===== src/rtl/gen_obstaculos.sv =====
// gen_obstaculos: picks pseudo-random obstacle types for the pattern ROM and
// scrolls the returned rows down a FILAS-row field toward the hero row.
module gen_obstaculos #(
  parameter int         FILAS   = 8,
  parameter int         ESPACIO = 2,
  parameter logic [7:0] SEMILLA = 8'hA5
) (
  input  logic               clk,
  input  logic               rst,
  input  logic               en,
  input  logic               reinicio,
  input  logic               tick,
  input  logic [2:0]         pos_heroe,
  input  logic [6:0]         obstaculo,
  output logic [3:0]         tipo_obs,
  output logic [7*FILAS-1:0] campo,
  output logic               colision,
  output logic [7:0]         puntos,
  output logic               jugando
);

  localparam int GW = (ESPACIO > 0) ? $clog2(ESPACIO + 1) : 1;

  typedef enum logic [1:0] {
    IDLE,
    JUGANDO,
    CHOQUE
  } estado_t;

  estado_t       estado;
  estado_t       estado_sig;
  logic [7:0]    lfsr;
  logic [7:0]    lfsr_sig;
  logic [GW-1:0] gap;
  logic [6:0]    fila_heroe;
  logic [7:0]    fila_ext;
  logic [6:0]    fila_nueva;
  logic          choque;
  logic          avanza;
  logic          inserta;

  // Column 7 maps onto the padding bit, so "no column" can never collide.
  assign fila_heroe = campo[7*(FILAS-1) +: 7];
  assign fila_ext   = {1'b0, fila_heroe};
  assign choque     = (pos_heroe != 3'd7) && fila_ext[pos_heroe];

  assign avanza     = (estado == JUGANDO) && tick && !reinicio;
  assign inserta    = (gap == '0);
  assign fila_nueva = inserta ? obstaculo : 7'd0;
  assign lfsr_sig   = {lfsr[6:0], lfsr[7] ^ lfsr[5] ^ lfsr[4] ^ lfsr[3]};

  assign tipo_obs = lfsr[3:0];
  assign colision = (estado == CHOQUE);
  assign jugando  = (estado == JUGANDO);

  always_ff @(posedge clk or posedge rst) begin
    if (rst) begin
      estado <= IDLE;
    end else begin
      estado <= estado_sig;
    end
  end

  always_comb begin
    estado_sig = estado;
    if (reinicio) begin
      estado_sig = IDLE;
    end else begin
      case (estado)
        IDLE:    if (en) estado_sig = JUGANDO;
        JUGANDO: if (choque) estado_sig = CHOQUE;
        CHOQUE:  estado_sig = CHOQUE;
        default: estado_sig = IDLE;
      endcase
    end
  end

  // The field only moves on a tick while playing; in CHOQUE it stays frozen.
  always_ff @(posedge clk or posedge rst) begin
    if (rst) begin
      lfsr   <= SEMILLA;
      campo  <= '0;
      puntos <= '0;
      gap    <= '0;
    end else if (reinicio) begin
      lfsr   <= SEMILLA;
      campo  <= '0;
      puntos <= '0;
      gap    <= '0;
    end else if (avanza) begin
      campo <= {campo[7*(FILAS-1)-1:0], fila_nueva};
      if (inserta) begin
        lfsr <= lfsr_sig;
        gap  <= GW'(ESPACIO);
      end else begin
        gap <= gap - GW'(1);
      end
      if ((fila_heroe != 7'd0) && (puntos != 8'hFF)) begin
        puntos <= puntos + 8'd1;
      end
    end
  end

endmodule

===== config.mk =====
export PLATFORM = sky130hd
export DESIGN_NAME = gen_obstaculos
export DESIGN_NICKNAME = d
export VERILOG_FILES = /design/src/rtl/gen_obstaculos.sv
export SDC_FILE = /design/constraint.sdc
export NUM_CORES = 1
export LEC_CHECK = 0
export CORE_MARGIN = 8
export CORE_UTILIZATION = 44
export CTS_CLUSTER_SIZE = 28
export DETAILED_ROUTE_END_ITERATION = 16
export PLACE_DENSITY_LB_ADDON = 0.1
export SLEW_MARGIN = 30
export SYNTH_ARGS = -nofsm -noshare
export SYNTH_HDL_FRONTEND = slang
export SYNTH_SLANG_ARGS = --single-unit

===== constraint.sdc =====
create_clock -name clk -period 2.3 [get_ports clk]
set_clock_uncertainty 0.1 [all_clocks]
set_input_delay 0.46 -clock clk [delete_from_list [all_inputs] [get_ports clk]]
set_output_delay 0.46 -clock clk [all_outputs]
set_load 0.005 [all_outputs]

==> impl_metrics.yaml <==
outcome:
  status: "complete, no violations"
finish:
  fin_nets: 462
  drive_gt1_frac: 0.0833
  num-fill-cells: 665
  final_area_mm2: 0.00453
  regArea_mm2: 0.00191
  multi_input_area_mm2: 0.00131
  areaGrowthSynthToFinish_pct: 35.4
  num_antenna_cells: 0
global_routing:
  grt_max_degree: 58
  grt_first_pass_wirelength_um: 14000
  grt_pass1_vias: 2810
  track_usage: 0.169
  grt.overflow.total: 0
  antenna_found_initial: 0
synthesis:
  syn_area_mm2: 0.00335
  synth.distinct_cells: 35
  synth-seq-cells: 76
  yosysSeqAreaShare: 0.569
  syn_inst: 364
  synth_warnings: 0
  syn_nets: 385
  avgSynthCellArea_um2: 9.20
route:
  drc_errors: 0
  wl_per_cell_um: 15.5
  vias: 2793
  routed_wl_um: 8480
  vias_per_cell: 5.12
  drt_iter0_markers: 153
  drtAntennaViolNets: 0
  firstDrtPassIters: 4
floorplan:
  initial_core_util: 0.443
  die_w_um: 103
  die_y_um: 103
  num_rows: 32
  io_pins: 85
  coreArea_mm2: 0.00757
  die_area_mm2: 0.0107
power:
  power.density_mw_per_mm2: 716
  leakagePower_nw: 1.82
  ir_drop_mv: 0.374
  design_power_total_w: 0.00325
clock_network:
  clk_path_buf_depth: 2
  cts.clk_slew.worst_paths_ps: 80
  htreeDepth: 3
  holdBufCountCts: 0
  cts_setup_buffers: 0
  root_buffer: "clkbuf_8"
  cts_resized: 0
  cts_buffers: 9
  cts_tree: "built"
  clk_latency_ps: 330
  cts_sinks: 76
sta:
  hold_viol_final: 0
  maxSlewViolCount: 0
  slew_headroom: 0.654
  rsz0062_at_grt: "false"
  setup_violations: 0
  worstMarginPinSlew_ps: 517
  hold_slack_ps: 350
  setup_tns_ps: 0
  period_share: 0.942
  fmax_mhz: 461
  fin_ws_ps: 133
  period_needed_ps: 2170
placed_design:
  portBuffers: 84
  dp_hpwl_um: 5790
  place_area_mm2: 0.00431
  post-place-ws_ps: 53.5
  place_congestion: 0.780
worst_setup_path:
  cp.required_ps: 1740
  start_kind: "flip-flop"
  crit_path_max_fanout: 4
  path_class: "reg2out"
  cp.arrival_ps: 1610
  endpoint_kind: "primary output"
job:
  maxCapViolations: 0
hold_path:
  hold_path_class: "in2async"
==> state kept, by name (all words and copies together), names as in the netlist <==
name and cells:
estado 2, lfsr 8, gap 2, campo 56, puntos 8
==> area by class of cell <==
type / instances / share of cell area
flip-flops and latches: 76 / 0.421
multi-input cells: 255 / 0.288
repair buffers: 93 / 0.208
well taps: 102 / 0.0281
clock buffers: 9 / 0.0273
clock inverters: 5 / 0.0226
inverters: 6 / 0.00579
==> cells in the mapped netlist <==
master / count / area share
nand3_1: 13 / 0.019
dfstp_2: 4 / 0.031
a31o_2: 1 / 0.0026
clkbuf_1: 20 / 0.022
xnor2_1: 9 / 0.024
buf_4: 4 / 0.0090
nor4_1: 2 / 0.0037
inv_1: 6 / 0.0067
o21ai_0: 2 / 0.0030
o221a_2: 1 / 0.0034
buf_2: 1 / 0.0015
or4_4: 1 / 0.0034
dfrtp_1: 72 / 0.54
and3_1: 3 / 0.0056
and2_1: 2 / 0.0037
nor2_1: 11 / 0.012
o41ai_4: 1 / 0.0082
nand4_1: 1 / 0.0019
a21oi_1: 66 / 0.099
nor3_2: 1 / 0.0030
nand2_1: 117 / 0.13
a211o_1: 4 / 0.010
a2111oi_0: 1 / 0.0026
nand3b_1: 1 / 0.0022
o311a_1: 1 / 0.0030
mux2i_1: 1 / 0.0030
nor4b_1: 1 / 0.0026
nor3b_1: 2 / 0.0045
ha_1: 6 / 0.022
nor2b_1: 1 / 0.0019
nand2b_1: 3 / 0.0056
nor3_1: 1 / 0.0015
mux2_2: 1 / 0.0034
buf_1: 2 / 0.0022
a211oi_1: 1 / 0.0022
==> worst paths after layout <==
| path | slack (ps) | to | cells past startpoint | from |
|---|---|---|---|---|
| max in group asynchronous | 1190 | campo[18] | 3 | rst |
| worst min register to register | 430 | lfsr[6] | 2 | lfsr[6] |
| worst max-delay path | 130 | jugando | 3 | estado[1] |
| worst max register to register | 260 | puntos[5] | 4 | campo[52] |
| worst min-delay path | 350 | estado[0] | 2 | rst |
| min in group clk | 400 | estado[1] | 3 | reinicio |
==> through the flow <==
step,util,instances
after floorplan,-,364
after global placement,0.569,532
after CTS,0.599,546
final,0.599,546
after detailed placement,0.569,532
after global routing,0.599,546
==> report_power, final <==
group	switching, W	internal [W]	leakage [nW]	total (W)
registers	0.0000489	0.00141	1.04	0.00146
clock network	0.000470	0.000707	0.111	0.00118
logic	0.000361	0.000252	0.666	0.000614
total	0.000880	0.00237	1.82	0.00325
==> cells by family after synthesis <==
group / count (synthesis) / share of synthesized area
xor+xnor: 9 / 0.0235
compound gates: 78 / 0.134
buf+inv: 33 / 0.0418
mux: 2 / 0.00635
simple gates: 160 / 0.202
fa+ha+maj: 6 / 0.0224
flops: 76 / 0.569
==> cells in the final DEF, fill, tap and decap left out, types with 2 or more instances in the layout <==
cell	count
and3_1	3
dfstp_2	4
nand2b_1	3
nand2_1	116
clkdlybuf4s50_1	83
ha_1	6
inv_1	5
nor3b_1	2
clkinvlp_4	2
nor4_1	2
nor2_1	11
buf_12	3
o21ai_0	2
xnor2_1	9
buf_4	6
clkbuf_8	9
dfrtp_1	72
bufinv_16	3
nand3_1	13
a211o_1	4
a21oi_1	66
==> per-layer routing <==
| layer | wire length [µm] | up-vias | GRT usage |
|---|---|---|---|
| li1 | - | 1361 | - |
| met1 | 3690 | 1354 | 0.216 |
| met2 | 3990 | 71 | 0.257 |
| met3 | 724 | 7 | 0.0596 |
| met4 | 79 | 0 | 0.0656 |
| met5 | 0 | - | 0 |
==> worst max-delay path, cell delays in order, from the launching register on <==
cell             delay (ps)
dfrtp_1                 400
inv_1                   110
ha_1                    240
clkdlybuf4s50_1         530
No activity file was read; power rests on OpenSTA's default activity.
